[src/rtl/ksa4_scoreboard.sv]
`default_nettype none
// ============================================================================
//  Module   : ksa4_scoreboard
//  Purpose  : Result scoreboard downstream of the 4-bit Kogge-Stone adder.
//             Computes the golden sum of each issued operand word, delays it
//             by the adder latency and compares it against the captured
//             adder result. Keeps saturating check/error/spurious counters
//             and latches the first mismatch for debug.
//  Ports    : GCLK_Pad, rstn_Pad (async active-low), clear (sync flush)
//             op_valid, a, b, cin            - operand word issued to adder
//             res_sum, res_cout              - captured adder result
//             chk_valid, chk_ok              - one-cycle comparison strobe
//             chk_cnt, err_cnt, spur_cnt     - saturating statistics
//             first_err_valid/idx/exp/got    - first mismatch capture
//             idle                           - delay pipeline empty
//  Revision : 1.0 - initial release
// ============================================================================
module ksa4_scoreboard #(
   parameter int LATENCY = 3,
   parameter int CNT_W   = 16
) (
   input  logic             GCLK_Pad,
   input  logic             rstn_Pad,
   input  logic             clear,
   input  logic             op_valid,
   input  logic [3:0]       a,
   input  logic [3:0]       b,
   input  logic             cin,
   input  logic [3:0]       res_sum,
   input  logic             res_cout,
   output logic             chk_valid,
   output logic             chk_ok,
   output logic [CNT_W-1:0] chk_cnt,
   output logic [CNT_W-1:0] err_cnt,
   output logic [CNT_W-1:0] spur_cnt,
   output logic             first_err_valid,
   output logic [CNT_W-1:0] first_err_idx,
   output logic [4:0]       first_err_exp,
   output logic [4:0]       first_err_got,
   output logic             idle
);

   localparam logic [CNT_W-1:0] c_cnt_max = '1;
   localparam logic [CNT_W-1:0] c_cnt_one = {{(CNT_W-1){1'b0}}, 1'b1};

   // Delay line: stage 0 is loaded from the operand port, stage LATENCY-1
   // is the tail that lines up with the adder result on res_*.
   logic [LATENCY-1:0]      stg_v_q,   stg_v_d;
   logic [LATENCY-1:0][4:0] stg_exp_q, stg_exp_d;

   logic             chk_valid_q,       chk_valid_d;
   logic             chk_ok_q,          chk_ok_d;
   logic [CNT_W-1:0] chk_cnt_q,         chk_cnt_d;
   logic [CNT_W-1:0] err_cnt_q,         err_cnt_d;
   logic [CNT_W-1:0] spur_cnt_q,        spur_cnt_d;
   logic             first_err_valid_q, first_err_valid_d;
   logic [CNT_W-1:0] first_err_idx_q,   first_err_idx_d;
   logic [4:0]       first_err_exp_q,   first_err_exp_d;
   logic [4:0]       first_err_got_q,   first_err_got_d;

   logic [4:0] w_golden;
   logic [4:0] w_got;
   logic       w_tail_v;
   logic [4:0] w_tail_exp;
   logic       w_mismatch;
   logic       w_spurious;
   logic       w_err_event;

   function automatic logic [CNT_W-1:0] sat_inc(input logic [CNT_W-1:0] v);
      return (v == c_cnt_max) ? v : v + c_cnt_one;
   endfunction

   assign w_golden    = {1'b0, a} + {1'b0, b} + {4'b0000, cin};
   assign w_got       = {res_cout, res_sum};
   assign w_tail_v    = stg_v_q[LATENCY-1];
   assign w_tail_exp  = stg_exp_q[LATENCY-1];
   assign w_mismatch  = w_tail_v & (w_got != w_tail_exp);
   // Any pulse arriving in a bubble slot is an error, not a comparison.
   assign w_spurious  = ~w_tail_v & (w_got != 5'd0);
   assign w_err_event = w_mismatch | w_spurious;

   always_comb begin
      stg_v_d           = stg_v_q;
      stg_exp_d         = stg_exp_q;
      chk_valid_d       = 1'b0;
      chk_ok_d          = 1'b0;
      chk_cnt_d         = chk_cnt_q;
      err_cnt_d         = err_cnt_q;
      spur_cnt_d        = spur_cnt_q;
      first_err_valid_d = first_err_valid_q;
      first_err_idx_d   = first_err_idx_q;
      first_err_exp_d   = first_err_exp_q;
      first_err_got_d   = first_err_got_q;

      if (clear) begin
         // Flush wins over both the incoming operand and the tail result.
         stg_v_d           = '0;
         stg_exp_d         = '0;
         chk_cnt_d         = '0;
         err_cnt_d         = '0;
         spur_cnt_d        = '0;
         first_err_valid_d = 1'b0;
         first_err_idx_d   = '0;
         first_err_exp_d   = 5'd0;
         first_err_got_d   = 5'd0;
      end else begin
         stg_v_d[0]   = op_valid;
         stg_exp_d[0] = op_valid ? w_golden : 5'd0;
         for (int i = 1; i < LATENCY; i++) begin
            stg_v_d[i]   = stg_v_q[i-1];
            stg_exp_d[i] = stg_exp_q[i-1];
         end

         chk_valid_d = w_tail_v;
         chk_ok_d    = w_tail_v & ~w_mismatch;

         if (w_tail_v) begin
            chk_cnt_d = sat_inc(chk_cnt_q);
         end
         if (w_spurious) begin
            spur_cnt_d = sat_inc(spur_cnt_q);
         end
         if (w_err_event) begin
            err_cnt_d = sat_inc(err_cnt_q);
            // Index is the pre-increment check count, i.e. 0-based.
            if (!first_err_valid_q) begin
               first_err_valid_d = 1'b1;
               first_err_idx_d   = chk_cnt_q;
               first_err_exp_d   = w_tail_v ? w_tail_exp : 5'd0;
               first_err_got_d   = w_got;
            end
         end
      end
   end

   always_ff @(posedge GCLK_Pad or negedge rstn_Pad) begin
      if (!rstn_Pad) begin
         stg_v_q           <= '0;
         stg_exp_q         <= '0;
         chk_valid_q       <= 1'b0;
         chk_ok_q          <= 1'b0;
         chk_cnt_q         <= '0;
         err_cnt_q         <= '0;
         spur_cnt_q        <= '0;
         first_err_valid_q <= 1'b0;
         first_err_idx_q   <= '0;
         first_err_exp_q   <= 5'd0;
         first_err_got_q   <= 5'd0;
      end else begin
         stg_v_q           <= stg_v_d;
         stg_exp_q         <= stg_exp_d;
         chk_valid_q       <= chk_valid_d;
         chk_ok_q          <= chk_ok_d;
         chk_cnt_q         <= chk_cnt_d;
         err_cnt_q         <= err_cnt_d;
         spur_cnt_q        <= spur_cnt_d;
         first_err_valid_q <= first_err_valid_d;
         first_err_idx_q   <= first_err_idx_d;
         first_err_exp_q   <= first_err_exp_d;
         first_err_got_q   <= first_err_got_d;
      end
   end

   assign chk_valid       = chk_valid_q;
   assign chk_ok          = chk_ok_q;
   assign chk_cnt         = chk_cnt_q;
   assign err_cnt         = err_cnt_q;
   assign spur_cnt        = spur_cnt_q;
   assign first_err_valid = first_err_valid_q;
   assign first_err_idx   = first_err_idx_q;
   assign first_err_exp   = first_err_exp_q;
   assign first_err_got   = first_err_got_q;
   assign idle            = ~|stg_v_q;

endmodule
`default_nettype wire

[config.mk]
export PLATFORM = sky130hd
export DESIGN_NAME = ksa4_scoreboard
export DESIGN_NICKNAME = d
export VERILOG_FILES = /design/src/rtl/ksa4_scoreboard.sv
export SDC_FILE = /design/constraint.sdc
export NUM_CORES = 1
export LEC_CHECK = 0
export BUFFER_PORTS_ARGS = -buffer_cell sky130_fd_sc_hd__buf_2
export CORE_ASPECT_RATIO = 0.5
export CORE_MARGIN = 4
export CORE_UTILIZATION = 55
export CTS_BUF_LIST = sky130_fd_sc_hd__clkbuf_8 sky130_fd_sc_hd__clkbuf_16
export DETAILED_ROUTE_END_ITERATION = 7
export MAX_ROUTING_LAYER = met4
export PLACE_DENSITY = 0.88
export SETUP_SLACK_MARGIN = 0.5
export SLEW_MARGIN = 0
export SYNTH_ARGS = -nofsm -noshare
export SYNTH_HDL_FRONTEND = slang
export SYNTH_SLANG_ARGS = --single-unit
[constraint.sdc]
create_clock -name GCLK_Pad -period 2.8 [get_ports GCLK_Pad]
set_clock_uncertainty 0.15 [all_clocks]
set_input_delay 0.14 -clock GCLK_Pad [delete_from_list [all_inputs] [get_ports GCLK_Pad]]
set_output_delay 0.14 -clock GCLK_Pad [all_outputs]
set_load 0.05 [all_outputs]
### Yosys cells after proc, flatten, opt, wreduce, memory -nomap -nowiden

Cells that the tools add are included.

| word-level totals | value |
|---|---|
| output and inout port bits | 78 |
| logic and storage cells | 68 |
| flip-flop bits (word level) | 95 |
| input port bits | 18 |

| operators by class | value |
|---|---|
| reductions and logical operators | 10 |
| equal/unequal tests | 8 |
| bitwise gates (word level) | 6 |
| mux-type cells | 26 |
| $add $sub $neg | 5 |

Operator list:

| kind | count |
|---|---|
| two-way mux 16 bit | 12 |
| adder 16 x 1 -> 16 bit (second input constant) | 3 |
| == test 16 bit (second input constant) | 3 |
| two-way mux 5 bit | 8 |
| two-way mux 15 bit | 1 |
| != test 2 bit (second input constant) | 4 |
| AND reduction 2 bit | 4 |
| nonzero test 2 bit | 3 |
| adder 4 x 4 -> 5 bit | 1 |
| adder 5 x 1 -> 5 bit | 1 |
| != test 5 bit | 1 |
| nonzero test 5 bit | 1 |
| two-way mux 1 bit | 4 |
| AND 1 bit | 3 |
| two-way mux 3 bit | 1 |
| OR reduction 3 bit | 1 |
| NOT 1 bit | 2 |
| logical NOT 1 bit | 1 |
| bitwise OR 1 bit | 1 |

### Depth between registers and ports, before layout

Gate-level depths: netlist of the first run.

| depth | value |
|---|---|
| word-level depth | 5 |
| mapped depth | 9 |
| mapped depth without buffers | 6 |

### Worst setup path before layout of the first run

OpenSTA, ideal clock, no wires.

| timing | value |
|---|---|
| path kind | register to register |
| start point | register spur_cnt_q[0] (netlist: spur_cnt[0]) |
| end point | register spur_cnt_q[6] (netlist: spur_cnt[6]) |
| period minus slack after synthesis | 2.394 ns |
| library setup time | 0.125 ns |
| arrival | 2.119 ns |
| data required time | 2.525 ns |
| buffers on the path | 1 |
| cell stages (with the launch flop) | 8 |
| setup slack | 0.406 ns |
| cell sequence | dfrtp_1 > ha_1 > and3_1 > nand4_1 > o21ai_2 > buf_4 > nor2_1 > mux2_2 |

| between the ends | value |
|---|---|
| cells in the longest elaborated chain, start to end | 4 |
| elaborated cells on any way between the ends | 7 |
| classes of those cells | 1 x add/sub; 2 x eq/ne; 3 x mux; 1 x reduce/logical |

RTL lines:

| what | RTL line | text |
|---|---|---|
| from (decl) | 55 | `logic [CNT_W-1:0] spur_cnt_q, spur_cnt_d;` |
| from (signal assigned) | 156 | `spur_cnt_q <= spur_cnt_d;` |
| adder 16 x 1 -> 16 bit | 70 | `return (v == c_cnt_max) ? v : v + c_cnt_one;` |
| two-way mux 16 bit | 70 |  |
| two-way mux 16 bit | 120 | `if (w_spurious) begin` |
| two-way mux 16 bit | 95 | `if (clear) begin` |

Several ways; a longest one is shown, not always the timed one. The select of a mux whose other input is x is not followed.
A chain may end at the register's enable or synchronous reset.

### Final worst setup path of the first run

| timing | value |
|---|---|
| start point | register chk_cnt_q[3] (netlist: chk_cnt[3]) |
| end point | register chk_cnt_q[15] (netlist: chk_cnt[15]) |

| between the ends | value |
|---|---|
| cells in the longest elaborated chain, start to end | 4 |
| elaborated cells on any way between the ends | 7 |
| classes of those cells | 1 x add/sub; 2 x eq/ne; 3 x mux; 1 x reduce/logical |

RTL lines:

| what | RTL line | text |
|---|---|---|
| from (decl) | 53 | `logic [CNT_W-1:0] chk_cnt_q, chk_cnt_d;` |
| from (signal assigned) | 154 | `chk_cnt_q <= chk_cnt_d;` |
| adder 16 x 1 -> 16 bit | 70 |  |
| two-way mux 16 bit | 70 |  |
| two-way mux 16 bit | 117 | `if (w_tail_v) begin` |
| two-way mux 16 bit | 95 |  |

Several ways; a longest one is shown, not always the timed one. The select of a mux whose other input is x is not followed.

==> results of run 1 <==
[layout make-up]
class,count,area (um^2),share of cell area
timing repair buffer,113,656,0.114
tap,112,140,0.0244
sequential,95,2390,0.416
inverter,10,37.5,0.00654
clock buffer,9,225,0.0392
clock inverter,7,105,0.0183
multi-input combinational,351,2190,0.382
[sequential cells by signal, summed over array words and instances (netlist names)]
register,flops
spur_cnt,16
err_cnt,16
first_err_valid,1
stg_exp_q,10
chk_ok,1
w_tail_exp,5
chk_cnt,16
first_err_idx,16
stg_v_q,3
chk_valid,1
first_err_exp,5
first_err_got,5
[logic make-up after synthesis]
| family | after synthesis |
|---|---|
| buffers and inverters | 36 |
| AND/OR/NAND/NOR | 211 |
| multiplexers | 2 |
| flip-flops | 95 |
| XOR/XNOR | 22 |
| adder cells (fa/ha/maj) | 8 |
| AO/OA/AOI/OAI | 107 |
[repair_timing]
item,CTS,global route
gates cloned,1,0
hold buffers,7,0
buffers inserted,0,6
pin swaps,1,3
setup endpoints to repair,20,39
resized for setup,1,7
hold endpoints to repair,58,0
[worst max path at each step]
stage | startpoint | end | slack [ns] | depth (start not counted)
final | chk_cnt[3] | chk_cnt[15] | 0.60 | 5
after global routing | stg_v_q[2] | spur_cnt[8] | 0.50 | 5
after CTS | w_tail_exp[1] | first_err_idx[9] | 0.50 | 6
after detailed placement | res_sum[2] | first_err_idx[1] | 0.41 | 7
after global placement | res_sum[2] | first_err_idx[12] | 0.50 | 7
after floorplan | err_cnt[12] | err_cnt[5] | 0.51 | 6
[power breakdown]
| part | leakage (nW) | switching [mW] | internal, mW |
|---|---|---|---|
| registers | 1.30 | 0.0241 | 1.40 |
| clock network | 0.163 | 0.544 | 0.796 |
| logic | 1.31 | 0.173 | 0.0739 |
| total | 2.77 | 0.741 | 2.27 |
[metal layers]
layer | vias up | track usage
li1 | 1947 | -
met2 | 171 | 0.393
met1 | 2054 | 0.308
met3 | 32 | 0.0615
met5 | - | -
met4 | 0 | 0.0964
[metrics by stage]
| stage | hold slack (ns) | setup WS [ns] |
|---|---|---|
| 3_5_place_dp | 0.0407 | 0.412 |
| 3_3_place_gp | 0.0373 | 0.499 |
| 4_1_cts | 0.00169 | 0.496 |
| 6_report | 0.00759 | 0.597 |
| 2_1_floorplan | -0.306 | 0.511 |
| 5_1_grt | 0.0310 | 0.503 |
[synthesized netlist by cell type (all sizes together), types with 3 or more instances]
cell type	instances
nand4	16
o31ai	5
nor2	36
o211ai	7
nand3	20
and3	14
and4	3
a22o	5
xor2	12
clkbuf	15
nor4b	4
o2111ai	3
or4	9
nor3	16
a31oi	5
or2	4
dfrtp	95
nand2	51
a21oi	12
xnor2	10
a211o	3
nor2b	19
inv	10
ha	6
nor4	6
buf	11
o22a	7
or3	5
and2	3
o21ai	46
[critical path: stages, from the launching register on]
cell     delay, ns
dfrtp_1       0.50
and3_1        0.30
nand4_1       0.32
nor4b_2       0.48
nand4_1       0.16
and3_1        0.19
==> qor.yml, run 1 <==
synthesis:
  synth_cell_types: 56
  synth_top_cell_area_share: 0.508
  avgSynthCellArea_um2: 9.73
  ys.flop_type: "dfrtp_1"
  synth_enable_flop_cells: 0
  synthSimpleGateAreaFrac: 0.237
  syn-num-nets: 507
  synthXorXnorAreaFrac: 0.0412
  synth_area_leader_cell: "dfrtp_1"
  yosysWarnings: 0
  syn_area_mm2: 0.00468
  ys_ff_latch: 95
  ys_async_sr_fraction: 1.00
  yosys-top-cells-area: "dfrtp_1, o21ai_0, nand2_1"
  synth_top_family_by_area: "simple AND/OR/NAND/NOR gates"
  syn_inst: 481
  synth_compound_area_frac: 0.152
  synth_fa_ha_area_frac: 0.0246
  seq_area_frac_synth: 0.508
  synthMuxAreaShare: 0.00455
clock_network:
  cts.sinks: 95
  clockRootBuffer: "clkbuf_16"
  cts_tree: "built"
  clk_path_buf_depth: 2
  cts.htree.levels: 3
  clk-insertion-delay-late_ns: 0.35
  cts_buffers: 9
  path_clk_slew_ns: 0.07
sta:
  min_period_over_period: 0.787
  worstMarginPinSlew_ns: 0.615
  min_period_ns: 2.20
  setup_viol: 0
  fin_setup_tns_ns: 0
  rsz0062_at_grt: "false"
  max_slew_margin: 0.590
  max_freq_mhz: 454
  hold_viol: 0
  slew_viol_final: 0
hold_path:
  min_path_cells: 3
  worstHoldStart: "cin"
  hold_path_class: "primary input to register"
  holdPathEnd: "stg_exp_q[0]"
critical_path:
  r2r_cells: 5
  worstSetupStartpointType: "register"
  crit_path_max_fanout: 7
  r2r_end: "chk_cnt[15]"
  reg2reg_from: "chk_cnt[3]"
  cp-end-kind: "register"
  crit_type: "register to register"
  reg2reg_setup_slack_ns: 0.60
  crit_required_ns: 2.89
  worst-endpoint-arrival_ns: 2.30
final_layout:
  nets: 606
  most-common-layout-cells: "buf_2, dfrtp_1, nand2_1"
  syn2layout_area_growth_pct: 22.7
  final_common_cell: "buf_2"
  post_layout_nonfiller_instances: 697
  antennaDiodeCount: 0
  fin_util: 0.705
  finish.instance_area_mm2: 0.00574
  fill_cells: 598
  drive_gt1_frac: 0.255
global_route:
  overflow: 0
  grt_pass1_wl_um: 19300
  grt_max_degree: 50
  antenna_found_initial: 0
  grt_pass1_vias: 3937
  track_usage: 0.246
route:
  top_layer_used: "met4"
  wl_met2_um: 5850
  drtPass1Iterations: 6
  drc: 0
  drtAntennaViolNets: 0
  vias: 4204
  met1_length_um: 5040
  avgViaCountPerCell: 6.03
  wl_per_cell_um: 17.0
  routed_wl_um: 11900
  dr.first_iter.drc_count: 326
  route.met3.wl_um: 676
place:
  port_buffers: 95
  gp_congestion: 0.901
  dpl_cell_area_mm2: 0.00524
  dpl.hpwl_um: 7650
  dpl.cell_count: 667
power_and_ir_drop:
  power_density_mw_per_mm2: 524
  vdd_drop_max_mv: 0.372
  power.leakage_nw: 2.77
  total_power_mw: 3.01
floorplanning:
  fp-row-count: 23
  coreArea_mm2: 0.00814
  ios: 96
  die_h_um: 73.2
  start_util: 0.575
  die_w_um: 138
  die_area_mm2: 0.0101
outcome:
  outcome: "finished clean"
flow_run:
  cap_violations: 0
No activity file was read; power rests on OpenSTA's default activity.
==> run 2, diff against run 1 <==
--- a/config.mk
+++ b/config.mk
@@ -5,10 +5,11 @@
 export SDC_FILE = /design/constraint.sdc
 export NUM_CORES = 1
 export LEC_CHECK = 0
+export ABC_AREA = 1
 export BUFFER_PORTS_ARGS = -buffer_cell sky130_fd_sc_hd__buf_2
 export CORE_ASPECT_RATIO = 0.5
 export CORE_MARGIN = 4
-export CORE_UTILIZATION = 55
+export CORE_UTILIZATION = 56
 export CTS_BUF_LIST = sky130_fd_sc_hd__clkbuf_8 sky130_fd_sc_hd__clkbuf_16
 export DETAILED_ROUTE_END_ITERATION = 7
 export MAX_ROUTING_LAYER = met4
==> constraint.sdc (replaced) <==
create_clock -name GCLK_Pad -period 2.2 [get_ports GCLK_Pad]
set_clock_uncertainty 0.15 [all_clocks]
set_input_delay 0.11 -clock GCLK_Pad [delete_from_list [all_inputs] [get_ports GCLK_Pad]]
set_output_delay 0.11 -clock GCLK_Pad [all_outputs]
set_load 0.05 [all_outputs]
==> qor.yml, run 2 <==
final_layout:
  multiInputGateArea_mm2: 0.00303  # +38%
  regArea_mm2: 0.00242  # +1.6%
  most-common-layout-cells: "nand2_1, nor2_1, buf_2"
  antennaDiodeCount: 0  # unchanged
  final_common_cell: "nand2_1"
  fill_cells: 525  # -12%
  drive_gt1_frac: 0.340  # +0.0856
  finish.instance_area_mm2: 0.00719  # +25%
  nets: 885  # +46%
  syn2layout_area_growth_pct: 37.1
critical_path:
  crit_path_top_delay_cell: "dfrtp_1"
  critPathLaunch: "chk_cnt[8]"
  r2r_cells: 7  # +2
  reg2reg_from: "chk_cnt[8]"
  crit_required_ns: 2.28  # -0.61 ns
  worstSetupStartpointType: "register"
  reg2reg_setup_slack_ns: 0.32  # -0.28 ns
  worst_path_largest_cell_delay_ns: 0.48  # -0.02 ns
  crit_type: "register to register"
  cp-end-kind: "register"
  crit_path_max_fanout: 6  # -1
  worst-endpoint-arrival_ns: 1.96  # -0.34 ns
  path_common_cell: "nand2_1"
  r2r_end: "chk_cnt[4]"
  crit_chain: "nand2_1 > nor2_2 > nand4_4 > nand2_8 > inv_6 > nand2_1 > nand2_1"
clock_network:
  clockRootBuffer: "clkbuf_16"
  cts_tree: "built"
  clk_path_buf_depth: 2  # unchanged
  cts.htree.levels: 3  # unchanged
  cts.sinks: 95  # unchanged
  clk-insertion-delay-late_ns: 0.35  # about the same
  cts_buffers: 9  # unchanged
  path_clk_slew_ns: 0.07  # about the same
sta:
  min_period_over_period: 0.855  # +0.0683
  setup_viol: 0  # unchanged
  fin_setup_tns_ns: 0  # unchanged
  max_slew_margin: 0.632  # +0.0417
  worstMarginPinSlew_ns: 0.552  # -0.0626 ns
  hold_viol: 0  # unchanged
  min_period_ns: 1.88  # -0.322 ns
  max_freq_mhz: 531  # +17%
  rsz0062_at_grt: "true"
  slew_viol_final: 0  # unchanged
route:
  avgViaCountPerCell: 5.88  # -2.4%
  routed_wl_um: 17600  # +49%
  drtPass1Iterations: 7  # +1
  wl_per_cell_um: 18.0  # +5.6%
  dr.first_iter.drc_count: 690  # +110%
  drc: 0  # unchanged
  drtAntennaViolNets: 0  # unchanged
  vias: 5773  # +37%
power_and_ir_drop:
  vdd_drop_max_mv: 0.402  # +8.0%
  power.leakage_nw: 3.75  # +35%
  power_density_mw_per_mm2: 550  # +4.9%
floorplanning:
  start_util: 0.588  # +0.0131
  fp-row-count: 24  # +4.3%
  ios: 96  # unchanged
  die_w_um: 145  # +4.6%
  die_h_um: 76.4  # +4.3%
  coreArea_mm2: 0.00892  # +9.5%
  die_area_mm2: 0.0111  # +9.2%
synthesis:
  seq_area_frac_synth: 0.454  # -0.0545
  yosysWarnings: 0  # unchanged
  syn-num-nets: 743  # +47%
  yosys-top-cells-count: "nand2_1, nor2_1, dfrtp_1, nand3_1, inv_1"
  syn_area_mm2: 0.00524  # +12%
  ys_async_sr_fraction: 1.00  # unchanged
  ys_ff_latch: 95  # unchanged
  synth_enable_flop_cells: 0  # unchanged
  synth_top_cell_area_share: 0.454  # -0.0545
  synth_area_leader_cell: "dfrtp_1"
  syn_inst: 717  # +49%
  yosys.cell_count.top_type: "nand2_1"
  avgSynthCellArea_um2: 7.31  # -25%
  yosys-top-cells-area: "dfrtp_1, nand2_1, nand3_1"
  synth_cell_types: 34  # -39%
  ys.flop_type: "dfrtp_1"
hold_path:
  holdPathEnd: "stg_exp_q[0]"
  hold_path_class: "primary input to register"
  min_path_cells: 4  # +1
  worstHoldStart: "cin"
global_route:
  antenna_found_initial: 0  # unchanged
  overflow: 0  # unchanged
  grt_pass1_vias: 4950  # +26%
  track_usage: 0.277  # +0.0306
  grt_pass1_wl_um: 24000  # +24%
  grt_max_degree: 48  # -4.0%
flow_run:
  cap_violations: 0  # unchanged
place:
  port_buffers: 95  # unchanged
  dpl_cell_area_mm2: 0.00598  # +14%
  dpl.hpwl_um: 9120  # +19%
  gp_congestion: 0.938  # +4.1%
outcome:
  outcome: "finished clean"
## run 2: worst max-delay path, delay by kind of cell (launching register included)
kind                   cells  cell delay, ns
and+or+nand+nor            6            1.06
DFF                        1            0.48
buffers and inverters      1            0.05
## run 2: layout make-up
cell class / instances / area share
Inverter: 70 / 0.0381
Timing Repair Buffer: 145 / 0.140
Clock inverter: 7 / 0.0113
Sequential cell: 95 / 0.337
Clock buffer: 9 / 0.0313
Tap cell: 117 / 0.0204
Multi-Input combinational cell: 538 / 0.422
## run 2: stage by stage
stage | power (mW) | worst slack, ns | utilization | instances | hold WS, ns
detailed placement | 2.21 | 0.272 | 0.671 | 917 | -0.0145
global placement | 2.20 | 0.301 | 0.671 | 917 | -0.0201
finish | 3.95 | 0.318 | 0.806 | 981 | 0.0153
global route | 4.08 | 0.283 | 0.806 | 981 | 0.0158
floorplan | 2.09 | 0.360 | - | 717 | -0.336
CTS | 3.87 | 0.500 | 0.742 | 958 | 0.00237
## run 2: what timing repair did
item	CTS	global route
cloned	6	7
setup endpoints to repair	73	76
setup buffers	10	16
endpoints found under the hold margin	49	0
resized for setup	17	96
hold buffers	9	0
pin swaps	9	42
## run 2: layer usage
metal / up-vias / GRT usage / wire length (um)
li1: 2552 / - / -
met4: 0 / 0.0987 / 886
met1: 2695 / 0.348 / 6580
met3: 114 / 0.0646 / 1800
met2: 412 / 0.438 / 8350
met5: - / - / 0
## run 2: where the power goes
group	total, mW	internal (mW)	switching (mW)
combinational	0.467	0.143	0.325
sequential	1.82	1.78	0.0383
clock	1.66	0.980	0.680
## run 2: logic make-up (layout without fill, tap and decap cells)
group / after synthesis / in the layout / share of synthesized area
buf+inv: 94 / 231 / 0.0764
compound gates: 34 / 34 / 0.0346
flops: 95 / 95 / 0.454
fa+ha+maj: 8 / 8 / 0.0220
simple gates: 471 / 481 / 0.388
xor+xnor: 15 / 15 / 0.0251
## run 2: worst max path at each step
stage	end	slack [ns]	depth (start not counted)
finish	chk_cnt[4]	0.32	7
detailed placement	chk_cnt[3]	0.27	10
CTS	spur_cnt[5]	0.50	8
floorplan	err_cnt[11]	0.36	9
global route	chk_cnt[4]	0.28	7
global placement	spur_cnt[5]	0.30	8
==> run 3, diff against run 2 <==
==> constraint.sdc (replaced) <==
create_clock -name GCLK_Pad -period 2.2 [get_ports GCLK_Pad]
set_clock_uncertainty 0.15 [all_clocks]
set_input_delay 0.33 -clock GCLK_Pad [delete_from_list [all_inputs] [get_ports GCLK_Pad]]
set_output_delay 0.33 -clock GCLK_Pad [all_outputs]
set_load 0.05 [all_outputs]
==> qor.yml, run 3 (synthesized netlist as in run 2, its figures left out) <==
outcome:
  outcome: "finished clean"
critical_path:
  r2r_end: "chk_cnt[8]"
  worst_path_largest_cell_delay_ns: 0.40  # -0.08 ns
  crit_path_top_delay_cell: "dfrtp_2"
  crit_type: "register to register"
  critPathLaunch: "chk_cnt[1]"
  path_common_cell: "nand2_4"
  worst-endpoint-arrival_ns: 1.91  # -0.05 ns
  r2r_cells: 9  # +2
  crit_required_ns: 2.31  # +0.03 ns
  crit_chain: "ha_4 > nand2_4 > nor2_4 > nand2_4 > nor2_4 > nand4_4 > nand2_4 > nand2_1 > o21ai_1"
  crit_end: "chk_cnt[8]"
  reg2reg_setup_slack_ns: 0.40  # +0.08 ns
  crit_path_max_fanout: 11  # +5
  worstSetupStartpointType: "register"
  cp-end-kind: "register"
  reg2reg_from: "chk_cnt[1]"
global_route:
  grt_pass1_vias: 4922  # -0.57%
  antenna_found_initial: 0  # unchanged
  overflow: 0  # unchanged
  grt_max_degree: 59  # +23%
  track_usage: 0.266  # -0.0106
  grt_pass1_wl_um: 23200  # -3.1%
sta:
  hold_viol: 0  # unchanged
  worstMarginPinSlew_ns: 0.635  # +0.0826 ns
  fin_setup_tns_ns: 0  # unchanged
  min_period_over_period: 0.817  # -0.0378
  max_slew_margin: 0.577  # -0.0551
  slew_viol_final: 0  # unchanged
  max_freq_mhz: 556  # +4.6%
  setup_viol: 0  # unchanged
  rsz0062_at_grt: "true"
  min_period_ns: 1.80  # -0.0831 ns
clock_network:
  path_clk_slew_ns: 0.07  # about the same
  cts_buffers: 9  # unchanged
  clk_path_buf_depth: 2  # unchanged
  cts.htree.levels: 3  # unchanged
  cts.sinks: 95  # unchanged
  clk-insertion-delay-late_ns: 0.35  # about the same
  clockRootBuffer: "clkbuf_16"
  cts_tree: "built"
floorplanning:
  die_area_mm2: 0.0111  # unchanged
  fp-row-count: 24  # unchanged
  ios: 96  # unchanged
  die_w_um: 145  # unchanged
  start_util: 0.588  # unchanged
  coreArea_mm2: 0.00892  # unchanged
  die_h_um: 76.4  # unchanged
route:
  wl_per_cell_um: 17.0  # -5.3%
  vias: 5556  # -3.8%
  drtPass1Iterations: 7  # unchanged
  routed_wl_um: 16400  # -7.1%
  met1_length_um: 6180  # -6.0%
  route.met3.wl_um: 1650  # -8.6%
  drtAntennaViolNets: 0  # unchanged
  top_layer_used: "met4"
  drc: 0  # unchanged
  wl_met2_um: 8000  # -4.3%
  dr.first_iter.drc_count: 621  # -10%
  avgViaCountPerCell: 5.78  # -1.9%
final_layout:
  nets: 866  # -2.1%
  drive_gt1_frac: 0.315  # -0.0255
  antennaDiodeCount: 0  # unchanged
  post_layout_nonfiller_instances: 962  # -1.9%
  most-common-layout-cells: "nand2_1, buf_2, nor2_1"
  syn2layout_area_growth_pct: 32.0
  final_common_cell: "nand2_1"
power_and_ir_drop:
  power.leakage_nw: 3.54  # -5.6%
  power_density_mw_per_mm2: 551  # +0.29%
  vdd_drop_max_mv: 0.406  # +0.92%
place:
  gp_congestion: 0.926  # -1.2%
  dpl.hpwl_um: 9220  # +1.1%
  port_buffers: 95  # unchanged
  dpl.cell_count: 915  # -0.22%
hold_path:
  hold_path_class: "primary input to register"
  min_path_cells: 3  # -1
flow_run:
  cap_violations: 0  # unchanged
[run 3: layer usage]
metal,vias to the layer above,GRT usage
met5,-,-
met4,0,0.0829
met3,72,0.0608
met2,395,0.422
met1,2572,0.340
li1,2517,-
[run 3: stage by stage]
stage	instance area [um^2]	hold slack [ns]	worst slack [ns]	util	power, mW
after floorplan	5410	-0.116	0.360	-	2.09
after detailed placement	5980	0.138	0.162	0.670	2.22
after global placement	5980	0.135	0.273	0.670	2.21
after global routing	6920	0.0726	0.355	0.776	3.95
final	6920	0.0592	0.402	0.776	3.81
after CTS	6500	0.0523	0.501	0.729	3.79
[run 3: area by class of cell]
class / count / area (um^2)
multi-input combinational: 533 / 2930
fill: 564 / 2000
clock inverter: 6 / 53.8
clock buffer: 10 / 239
sequential: 95 / 2420
tap: 117 / 146
inverter: 70 / 273
timing repair buffer: 131 / 857
[run 3: report_power, final]
group / switching (mW) / internal, mW / leakage, nW
Clock: 0.659 / 0.898 / 0.152
Sequential: 0.0361 / 1.78 / 1.25
Combinational: 0.309 / 0.127 / 2.13
Total: 1.00 / 2.81 / 3.54
[run 3: worst max-delay path, delay by kind of cell, from the launching register on]
family	cells	cell delay (ns)
AND/OR/NAND/NOR	7	0.89
flip-flops	1	0.40
adder cells (fa/ha/maj)	1	0.16
AO/OA/AOI/OAI	1	0.10
[run 3: how the worst min path moves through the flow]
| stage | slack (ns) | start | end |
|---|---|---|---|
| global placement | 0.14 | rstn_Pad | stg_exp_q[2] |
| floorplan | -0.12 | rstn_Pad | chk_cnt[0] |
| global route | 0.07 | op_valid | stg_exp_q[0] |
| CTS | 0.05 | op_valid | stg_exp_q[0] |
| finish | 0.06 | op_valid | stg_exp_q[0] |
| detailed placement | 0.14 | rstn_Pad | stg_exp_q[2] |
[run 3: repair_timing]
action,CTS,global route
endpoints found under the hold margin,27,0
gates resized for setup,20,69
endpoints found under the setup margin,74,76
hold buffers,1,0
pin swaps,8,33
gates cloned,3,5
buffers inserted,12,10
